### src/rtl/cpu_controller_if.sv
// Instruction/control bundle between the decoder side (master) and cpu_controller (slave).
// The memory strobes exist only when CTRL_MEM_EN is defined.
interface cpu_controller_if;
  logic       s;
  logic [2:0] opcode;
  logic [1:0] op;
  logic       w;
  logic [2:0] nsel;
  logic [3:0] vsel;
  logic       loada;
  logic       loadb;
  logic       loadc;
  logic       loads;
  logic       asel;
  logic       bsel;
  logic [1:0] ALUop;
  logic       write;
  logic       illegal;
`ifdef CTRL_MEM_EN
  logic       mem_rd;
  logic       mem_wr;
  logic       load_addr;

  modport master (
    output s, opcode, op,
    input  w, nsel, vsel, loada, loadb, loadc, loads, asel, bsel, ALUop, write, illegal,
           mem_rd, mem_wr, load_addr
  );
  modport slave (
    input  s, opcode, op,
    output w, nsel, vsel, loada, loadb, loadc, loads, asel, bsel, ALUop, write, illegal,
           mem_rd, mem_wr, load_addr
  );
`else
  modport master (
    output s, opcode, op,
    input  w, nsel, vsel, loada, loadb, loadc, loads, asel, bsel, ALUop, write, illegal
  );
  modport slave (
    input  s, opcode, op,
    output w, nsel, vsel, loada, loadb, loadc, loads, asel, bsel, ALUop, write, illegal
  );
`endif
endinterface

### src/rtl/cpu_controller.sv
// Moore sequencer for the Simple RISC Machine datapath, one instruction per start request.
// Load/store sequencing with a MEM_WAIT-cycle memory phase is built when CTRL_MEM_EN is defined.
module cpu_controller #(
  parameter int MEM_WAIT     = 1,
  parameter int ILLEGAL_HALT = 0
) (
  input logic             clk,
  input logic             reset,
  cpu_controller_if.slave ctrl
);

`ifdef CTRL_MEM_EN
  localparam int ST_W = 15;
  localparam logic [3:0] WAIT_LOAD = (MEM_WAIT <= 1)  ? 4'd0  :
                                     (MEM_WAIT >= 15) ? 4'd14 : 4'(MEM_WAIT - 1);
`else
  localparam int ST_W = 8;
  localparam int unused_mem_wait = MEM_WAIT;
`endif
  localparam logic HALT_ON_ILLEGAL = (ILLEGAL_HALT != 0);

  typedef enum logic [ST_W-1:0] {
    S_WAIT      = ST_W'(1'b1),
    S_DECODE    = ST_W'(1'b1) << 1,
    S_HALT      = ST_W'(1'b1) << 2,
    S_WRITE_IMM = ST_W'(1'b1) << 3,
    S_GET_A     = ST_W'(1'b1) << 4,
    S_GET_B     = ST_W'(1'b1) << 5,
    S_EXEC      = ST_W'(1'b1) << 6,
`ifdef CTRL_MEM_EN
    S_WRITE_REG = ST_W'(1'b1) << 7,
    S_ADDR      = ST_W'(1'b1) << 8,
    S_LOAD_ADDR = ST_W'(1'b1) << 9,
    S_MEM_RD    = ST_W'(1'b1) << 10,
    S_WRITE_MEM = ST_W'(1'b1) << 11,
    S_GET_D     = ST_W'(1'b1) << 12,
    S_PASS      = ST_W'(1'b1) << 13,
    S_MEM_WR    = ST_W'(1'b1) << 14
`else
    S_WRITE_REG = ST_W'(1'b1) << 7
`endif
  } state_t;

  state_t     state_r;
  state_t     state_next_s;

  logic       mov_imm_s;
  logic       mov_reg_s;
  logic       mvn_s;
  logic       alu_s;
  logic       cmp_s;
  logic       mem_op_s;
  logic       legal_s;

  logic       w_s;
  logic [2:0] nsel_s;
  logic [3:0] vsel_s;
  logic       loada_s;
  logic       loadb_s;
  logic       loadc_s;
  logic       loads_s;
  logic       asel_s;
  logic       bsel_s;
  logic [1:0] aluop_s;
  logic       write_s;
  logic       illegal_s;

  assign mov_imm_s = (ctrl.opcode == 3'b110) && (ctrl.op == 2'b10);
  assign mov_reg_s = (ctrl.opcode == 3'b110) && (ctrl.op == 2'b00);
  assign mvn_s     = (ctrl.opcode == 3'b101) && (ctrl.op == 2'b11);
  assign alu_s     = (ctrl.opcode == 3'b101) && (ctrl.op != 2'b11);
  assign cmp_s     = (ctrl.opcode == 3'b101) && (ctrl.op == 2'b01);

`ifdef CTRL_MEM_EN
  logic       ldr_s;
  logic       str_s;
  logic       mem_rd_s;
  logic       mem_wr_s;
  logic       load_addr_s;
  logic [3:0] cnt_r;

  assign ldr_s    = (ctrl.opcode == 3'b011) && (ctrl.op == 2'b00);
  assign str_s    = (ctrl.opcode == 3'b100) && (ctrl.op == 2'b00);
  assign mem_op_s = ldr_s | str_s;
`else
  assign mem_op_s = 1'b0;
`endif
  assign legal_s = mov_imm_s | mov_reg_s | mvn_s | alu_s | mem_op_s;

  // Next-state selection; unreachable encodings recover to WAIT.
  always_comb begin
    state_next_s = state_r;
    case (state_r)
      S_WAIT: begin
        if (ctrl.s) state_next_s = S_DECODE;
        else        state_next_s = S_WAIT;
      end
      S_DECODE: begin
        if (mov_imm_s)                state_next_s = S_WRITE_IMM;
        else if (mov_reg_s || mvn_s)  state_next_s = S_GET_B;
        else if (alu_s || mem_op_s)   state_next_s = S_GET_A;
        else if (HALT_ON_ILLEGAL)     state_next_s = S_HALT;
        else                          state_next_s = S_WAIT;
      end
      S_HALT:      state_next_s = S_HALT;
      S_WRITE_IMM: state_next_s = S_WAIT;
`ifdef CTRL_MEM_EN
      S_GET_A: begin
        if (mem_op_s) state_next_s = S_ADDR;
        else          state_next_s = S_GET_B;
      end
`else
      S_GET_A:     state_next_s = S_GET_B;
`endif
      S_GET_B:     state_next_s = S_EXEC;
      S_EXEC: begin
        if (cmp_s) state_next_s = S_WAIT;
        else       state_next_s = S_WRITE_REG;
      end
      S_WRITE_REG: state_next_s = S_WAIT;
`ifdef CTRL_MEM_EN
      S_ADDR:      state_next_s = S_LOAD_ADDR;
      S_LOAD_ADDR: begin
        if (ldr_s) state_next_s = S_MEM_RD;
        else       state_next_s = S_GET_D;
      end
      S_MEM_RD: begin
        if (cnt_r == 4'd0) state_next_s = S_WRITE_MEM;
        else               state_next_s = S_MEM_RD;
      end
      S_WRITE_MEM: state_next_s = S_WAIT;
      S_GET_D:     state_next_s = S_PASS;
      S_PASS:      state_next_s = S_MEM_WR;
      S_MEM_WR: begin
        if (cnt_r == 4'd0) state_next_s = S_WAIT;
        else               state_next_s = S_MEM_WR;
      end
`endif
      default:     state_next_s = S_WAIT;
    endcase
  end

  // Output decode of the state being entered, so the registered outputs line up with state_r.
  always_comb begin
    w_s         = 1'b0;
    nsel_s      = 3'b000;
    vsel_s      = 4'b0000;
    loada_s     = 1'b0;
    loadb_s     = 1'b0;
    loadc_s     = 1'b0;
    loads_s     = 1'b0;
    asel_s      = 1'b0;
    bsel_s      = 1'b0;
    aluop_s     = 2'b00;
    write_s     = 1'b0;
    illegal_s   = 1'b0;
`ifdef CTRL_MEM_EN
    mem_rd_s    = 1'b0;
    mem_wr_s    = 1'b0;
    load_addr_s = 1'b0;
`endif
    case (state_next_s)
      S_WAIT:      w_s = 1'b1;
      S_DECODE:    illegal_s = ~legal_s;
      S_HALT:      illegal_s = 1'b1;
      S_WRITE_IMM: begin
        nsel_s  = 3'b001;
        vsel_s  = 4'b0100;
        write_s = 1'b1;
      end
      S_GET_A: begin
        nsel_s  = 3'b001;
        loada_s = 1'b1;
      end
      S_GET_B: begin
        nsel_s  = 3'b100;
        loadb_s = 1'b1;
      end
      S_EXEC: begin
        if (mov_reg_s) begin
          asel_s  = 1'b1;
          aluop_s = 2'b00;
        end else begin
          aluop_s = ctrl.op;
        end
        if (cmp_s) loads_s = 1'b1;
        else       loadc_s = 1'b1;
      end
      S_WRITE_REG: begin
        nsel_s  = 3'b010;
        vsel_s  = 4'b0001;
        write_s = 1'b1;
      end
`ifdef CTRL_MEM_EN
      S_ADDR: begin
        bsel_s  = 1'b1;
        loadc_s = 1'b1;
      end
      S_LOAD_ADDR: load_addr_s = 1'b1;
      S_MEM_RD:    mem_rd_s = 1'b1;
      S_WRITE_MEM: begin
        mem_rd_s = 1'b1;
        nsel_s   = 3'b010;
        vsel_s   = 4'b1000;
        write_s  = 1'b1;
      end
      S_GET_D: begin
        nsel_s  = 3'b010;
        loadb_s = 1'b1;
      end
      S_PASS: begin
        asel_s  = 1'b1;
        loadc_s = 1'b1;
      end
      S_MEM_WR:    mem_wr_s = 1'b1;
`endif
      default:     w_s = 1'b0;
    endcase
  end

  // State register.
  always_ff @(posedge clk) begin
    if (reset) state_r <= S_WAIT;
    else       state_r <= state_next_s;
  end

  // Registered control outputs.
  always_ff @(posedge clk) begin
    if (reset) begin
      ctrl.w       <= 1'b1;
      ctrl.nsel    <= 3'b000;
      ctrl.vsel    <= 4'b0000;
      ctrl.loada   <= 1'b0;
      ctrl.loadb   <= 1'b0;
      ctrl.loadc   <= 1'b0;
      ctrl.loads   <= 1'b0;
      ctrl.asel    <= 1'b0;
      ctrl.bsel    <= 1'b0;
      ctrl.ALUop   <= 2'b00;
      ctrl.write   <= 1'b0;
      ctrl.illegal <= 1'b0;
    end else begin
      ctrl.w       <= w_s;
      ctrl.nsel    <= nsel_s;
      ctrl.vsel    <= vsel_s;
      ctrl.loada   <= loada_s;
      ctrl.loadb   <= loadb_s;
      ctrl.loadc   <= loadc_s;
      ctrl.loads   <= loads_s;
      ctrl.asel    <= asel_s;
      ctrl.bsel    <= bsel_s;
      ctrl.ALUop   <= aluop_s;
      ctrl.write   <= write_s;
      ctrl.illegal <= illegal_s;
    end
  end

`ifdef CTRL_MEM_EN
  // Memory strobes and the wait counter; the counter is armed on entry and exits the state at zero.
  always_ff @(posedge clk) begin
    if (reset) begin
      ctrl.mem_rd    <= 1'b0;
      ctrl.mem_wr    <= 1'b0;
      ctrl.load_addr <= 1'b0;
      cnt_r          <= 4'd0;
    end else begin
      ctrl.mem_rd    <= mem_rd_s;
      ctrl.mem_wr    <= mem_wr_s;
      ctrl.load_addr <= load_addr_s;
      if ((state_next_s == S_MEM_RD && state_r != S_MEM_RD) ||
          (state_next_s == S_MEM_WR && state_r != S_MEM_WR)) begin
        cnt_r <= WAIT_LOAD;
      end else if ((state_r == S_MEM_RD || state_r == S_MEM_WR) && cnt_r != 4'd0) begin
        cnt_r <= cnt_r - 4'd1;
      end else begin
        cnt_r <= cnt_r;
      end
    end
  end
`endif

endmodule
### src/flat_wrapper.sv
// flat-port wrapper written by rule: the top's interface ports become plain ports
module cpu_controller_flat 
#(
  parameter int MEM_WAIT     = 1,
  parameter int ILLEGAL_HALT = 0
)
  (clk, reset, ctrl_s, ctrl_opcode, ctrl_op, ctrl_w, ctrl_nsel, ctrl_vsel, ctrl_loada, ctrl_loadb, ctrl_loadc, ctrl_loads, ctrl_asel, ctrl_bsel, ctrl_ALUop, ctrl_write, ctrl_illegal);
  cpu_controller_if ctrl_i ();
  input logic clk;
  input logic reset;
  input wire logic [$bits(ctrl_i.s)-1:0] ctrl_s;
  input wire logic [$bits(ctrl_i.opcode)-1:0] ctrl_opcode;
  input wire logic [$bits(ctrl_i.op)-1:0] ctrl_op;
  output wire logic [$bits(ctrl_i.w)-1:0] ctrl_w;
  output wire logic [$bits(ctrl_i.nsel)-1:0] ctrl_nsel;
  output wire logic [$bits(ctrl_i.vsel)-1:0] ctrl_vsel;
  output wire logic [$bits(ctrl_i.loada)-1:0] ctrl_loada;
  output wire logic [$bits(ctrl_i.loadb)-1:0] ctrl_loadb;
  output wire logic [$bits(ctrl_i.loadc)-1:0] ctrl_loadc;
  output wire logic [$bits(ctrl_i.loads)-1:0] ctrl_loads;
  output wire logic [$bits(ctrl_i.asel)-1:0] ctrl_asel;
  output wire logic [$bits(ctrl_i.bsel)-1:0] ctrl_bsel;
  output wire logic [$bits(ctrl_i.ALUop)-1:0] ctrl_ALUop;
  output wire logic [$bits(ctrl_i.write)-1:0] ctrl_write;
  output wire logic [$bits(ctrl_i.illegal)-1:0] ctrl_illegal;
  assign ctrl_i.s = ctrl_s;
  assign ctrl_i.opcode = ctrl_opcode;
  assign ctrl_i.op = ctrl_op;
  assign ctrl_w = ctrl_i.w;
  assign ctrl_nsel = ctrl_i.nsel;
  assign ctrl_vsel = ctrl_i.vsel;
  assign ctrl_loada = ctrl_i.loada;
  assign ctrl_loadb = ctrl_i.loadb;
  assign ctrl_loadc = ctrl_i.loadc;
  assign ctrl_loads = ctrl_i.loads;
  assign ctrl_asel = ctrl_i.asel;
  assign ctrl_bsel = ctrl_i.bsel;
  assign ctrl_ALUop = ctrl_i.ALUop;
  assign ctrl_write = ctrl_i.write;
  assign ctrl_illegal = ctrl_i.illegal;
  cpu_controller #(.MEM_WAIT(MEM_WAIT), .ILLEGAL_HALT(ILLEGAL_HALT)) u_core (.clk(clk), .reset(reset), .ctrl(ctrl_i));
endmodule
### config.mk
export PLATFORM = sky130hd
export DESIGN_NAME = cpu_controller_flat
export DESIGN_NICKNAME = d
export VERILOG_FILES = /design/src/rtl/cpu_controller_if.sv /design/src/rtl/cpu_controller.sv /design/src/flat_wrapper.sv
export SDC_FILE = /design/constraint.sdc
export NUM_CORES = 1
export LEC_CHECK = 0
export BUFFER_PORTS_ARGS = -buffer_cell sky130_fd_sc_hd__clkbuf_2
export CORE_ASPECT_RATIO = 0.9
export CORE_MARGIN = 2
export CORE_UTILIZATION = 41
export DETAILED_ROUTE_END_ITERATION = 10
export PLACE_DENSITY = 0.64
export SLEW_MARGIN = 20
export SYNTH_ARGS = -nofsm -noshare
export SYNTH_HDL_FRONTEND = slang
export SYNTH_SLANG_ARGS = --single-unit
### constraint.sdc
create_clock -name clk -period 1.85 [get_ports clk]
set_clock_uncertainty 0.1 [all_clocks]
set_input_delay 0.2775 -clock clk [delete_from_list [all_inputs] [get_ports clk]]
set_output_delay 0.2775 -clock clk [all_outputs]
set_load 0.005 [all_outputs]
==> impl_metrics.tcl <==
set metrics [dict create \
    io_buffers 22 \
    finalSetupViolations 0 \
    antenna_found_initial 0 \
    hp-class "in -> reg" \
    synth_xor_area_share_pct 1.90 \
    powerDensity_nw_per_um2 873 \
    synth_top_area_share_pct 47.7 \
    dieArea_um2 2650 \
    post-cts-setup-buffers 0 \
    avgRoutedWirePerCell_um 11.6 \
    ys_ff_latch 22 \
    synth_top_family_by_area "simple AND/OR/NAND/NOR gates" \
    synth_area_um2 923 \
    wl_um 1660 \
    synth_compound_gate_area_share_pct 7.72 \
    async_flop_share_pct 0 \
    synthMuxAreaShare_pct 0 \
    rsz0062_at_grt "false" \
    setup.worst_path.start_class "flop" \
    synth_ff_type "dfxtp_1" \
    crit_buf_inv 0 \
    fmax_ghz 0.629 \
    ctsRootBufferMaster "clkbuf_4" \
    status "finished clean" \
    clkSinkCount 22 \
    grt_max_degree 14 \
    crit_slowest_cell "or4_4" \
    critical_path_peak_fanout 11 \
    path_cells "or4_4, o31ai_2, nand4_1" \
    synth-simple-area-share_pct 35.2 \
    worstPathRequired_ps 1950 \
    die_w_um 54.0 \
    numCtsBuffers 3 \
    firstDrtPassIters 4 \
    hold_buffers 0 \
    ys_seq_area_share_pct 47.7 \
    antenna_cells 0 \
    cts_tree "built" \
    hpwl_um 1250 \
    initialDrtViolationCount 25 \
    grt_remaining_overflow 0 \
    ys_types 32 \
    avgViaCountPerCell 5.19 \
    hold_viol_final 0 \
    syn2layout_area_growth_pct 15.4 \
    nNetsFinal 125 \
    worstPathArrival_ps 1690 \
    drv_cap 0 \
    peakVddDrop_v 0.000639 \
    htree_levels 1 \
    final_layout_size_suffix_gt1_share_pct 28.4 \
    tns_ps 0 \
    cts_buffer_depth 2 \
    synth_area_leaders "dfxtp_1 48%, nor2_1 3.7%, buf_4 3.3%, nand2_1 2.8%, nor4b_1 2.8%" \
    grt_pass1_vias 604 \
    num_rows 16 \
    period_share_pct 86.0 \
    crit_type "reg -> reg" \
    synth_edf_count 0 \
    routabilityCongestion 0.854 \
    grt_usage_pct 13.7 \
    period_minus_slack_ps 1590 \
    cts.clk_slew.worst_paths_ps 130 \
    vias 742 \
    cpPeakStageDelay_ps 590 \
    slew_viol_final 0 \
    yosysTopAreaCell "dfxtp_1" \
    p_total_uw 931 \
    crit_family "simple AND/OR/NAND/NOR gates" \
    die_h_um 49.0 \
    layout_common_cells "22 x clkbuf_2, 22 x dfxtp_1, 9 x nor2_1" \
    fp.coreArea_um2 2160 \
    drc 0 \
    synth_cells 97 \
    io_pins 26 \
    ant_nets 0 \
    synthAdderAreaFrac_pct 0 \
    fin_util_pct 49.3 \
    syn_avg_cell_area_um2 9.52 \
    n_fill_cell 220 \
    ys.warnings.count 0 \
    clk_latency_ps 310 \
    grt_pass1_wl_um 2700 \
    start_util_pct 42.7 \
    critPathCaptureType "flop" \
    cts_resized 0 \
    leakage_uw 0.000476 \
]
==> cell families after synthesis <==
family,after synthesis
other,1
and+or+nand+nor,51
xor gates and xnor gates,2
AOI/OAI and AO/OA,11
buffers and inverters,10
DFF,22
==> power breakdown <==
group / internal [uW] / switching (uW)
combinational: 32.9 / 36.5
clock: 219 / 145
sequential: 483 / 14.2
==> per-stage QoR <==
step / setup WS [ps] / hold WS, ps / cells / instance area, um^2
after global placement: 301 / 467 / 139 / 1010
after detailed placement: 275 / 468 / 139 / 1010
after floorplan: 387 / 299 / 99 / 931
final: 259 / 143 / 143 / 1070
after CTS: 261 / 135 / 143 / 1070
after global routing: 188 / 156 / 143 / 1070
==> worst reg2reg max path: stages, from the launching register on <==
cell     delay, ps
dfxtp_1        430
or4_4          590
o31ai_2        260
nand4_1        110
==> routing by layer <==
metal	wire length, um	part of all wire [%]	GRT usage (%)	vias to the layer above
li1	-	-	-	377
met1	775	47	20.2	337
met2	741	45	18.7	28
met3	143	8.6	5.83	0
met4	0	0	2.50	0
met5	0	0	0	-
==> worst paths after layout <==
| check | end | startpoint | depth (start not counted) | slack, ps |
|---|---|---|---|---|
| hold reg to reg | u_core.state_r[5]$_SDFF_PP0_ | u_core.state_r[7]$_SDFF_PP0_ | 2 | 560 |
| setup reg to reg | u_core.ctrl.w$_SDFF_PP1_ | u_core.state_r[4]$_SDFF_PP0_ | 3 | 260 |
| setup / recovery | u_core.ctrl.w$_SDFF_PP1_ | u_core.state_r[4]$_SDFF_PP0_ | 3 | 260 |
| hold / removal | u_core.ctrl.ALUop[0]$_SDFF_PP0_ | ctrl_op[0] | 2 | 140 |
==> synth_stat cells (all sizes together) (2+ instances only) <==
master and n:
dfxtp 22, buf 9, nor2 9, nand2 7, nor3 5, o21ai 5, and3 4, nor2b 4
nor4 4, and2 3, nand4 3, nor4b 3, a31oi 2, and4 2, o31ai 2, xor2 2
==> state kept, by name, indices dropped and copies added (netlist names) <==
| register | cells |
|---|---|
| u_core.ctrl.vsel | 2 |
| u_core.ctrl.nsel | 3 |
| u_core.ctrl.loada | 1 |
| u_core.ctrl.w | 1 |
| u_core.ctrl.ALUop | 2 |
| u_core.ctrl.write | 1 |
| u_core.ctrl.loads | 1 |
| u_core.ctrl.loadc | 1 |
| u_core.state_r | 8 |
| u_core.ctrl.asel | 1 |
| u_core.ctrl.illegal | 1 |
==> area by class of cell <==
class,count,area [um^2],area share [%]
flip-flops and latches,22,440,41.3
repair buffers,22,110,10.3
well taps,27,33.8,3.17
clock inverters,1,30.0,2.82
clock buffers,3,22.5,2.11
inverters,1,3.75,0.352
multi-input cells,67,425,39.9
Power figures use the tool's default switching activity.
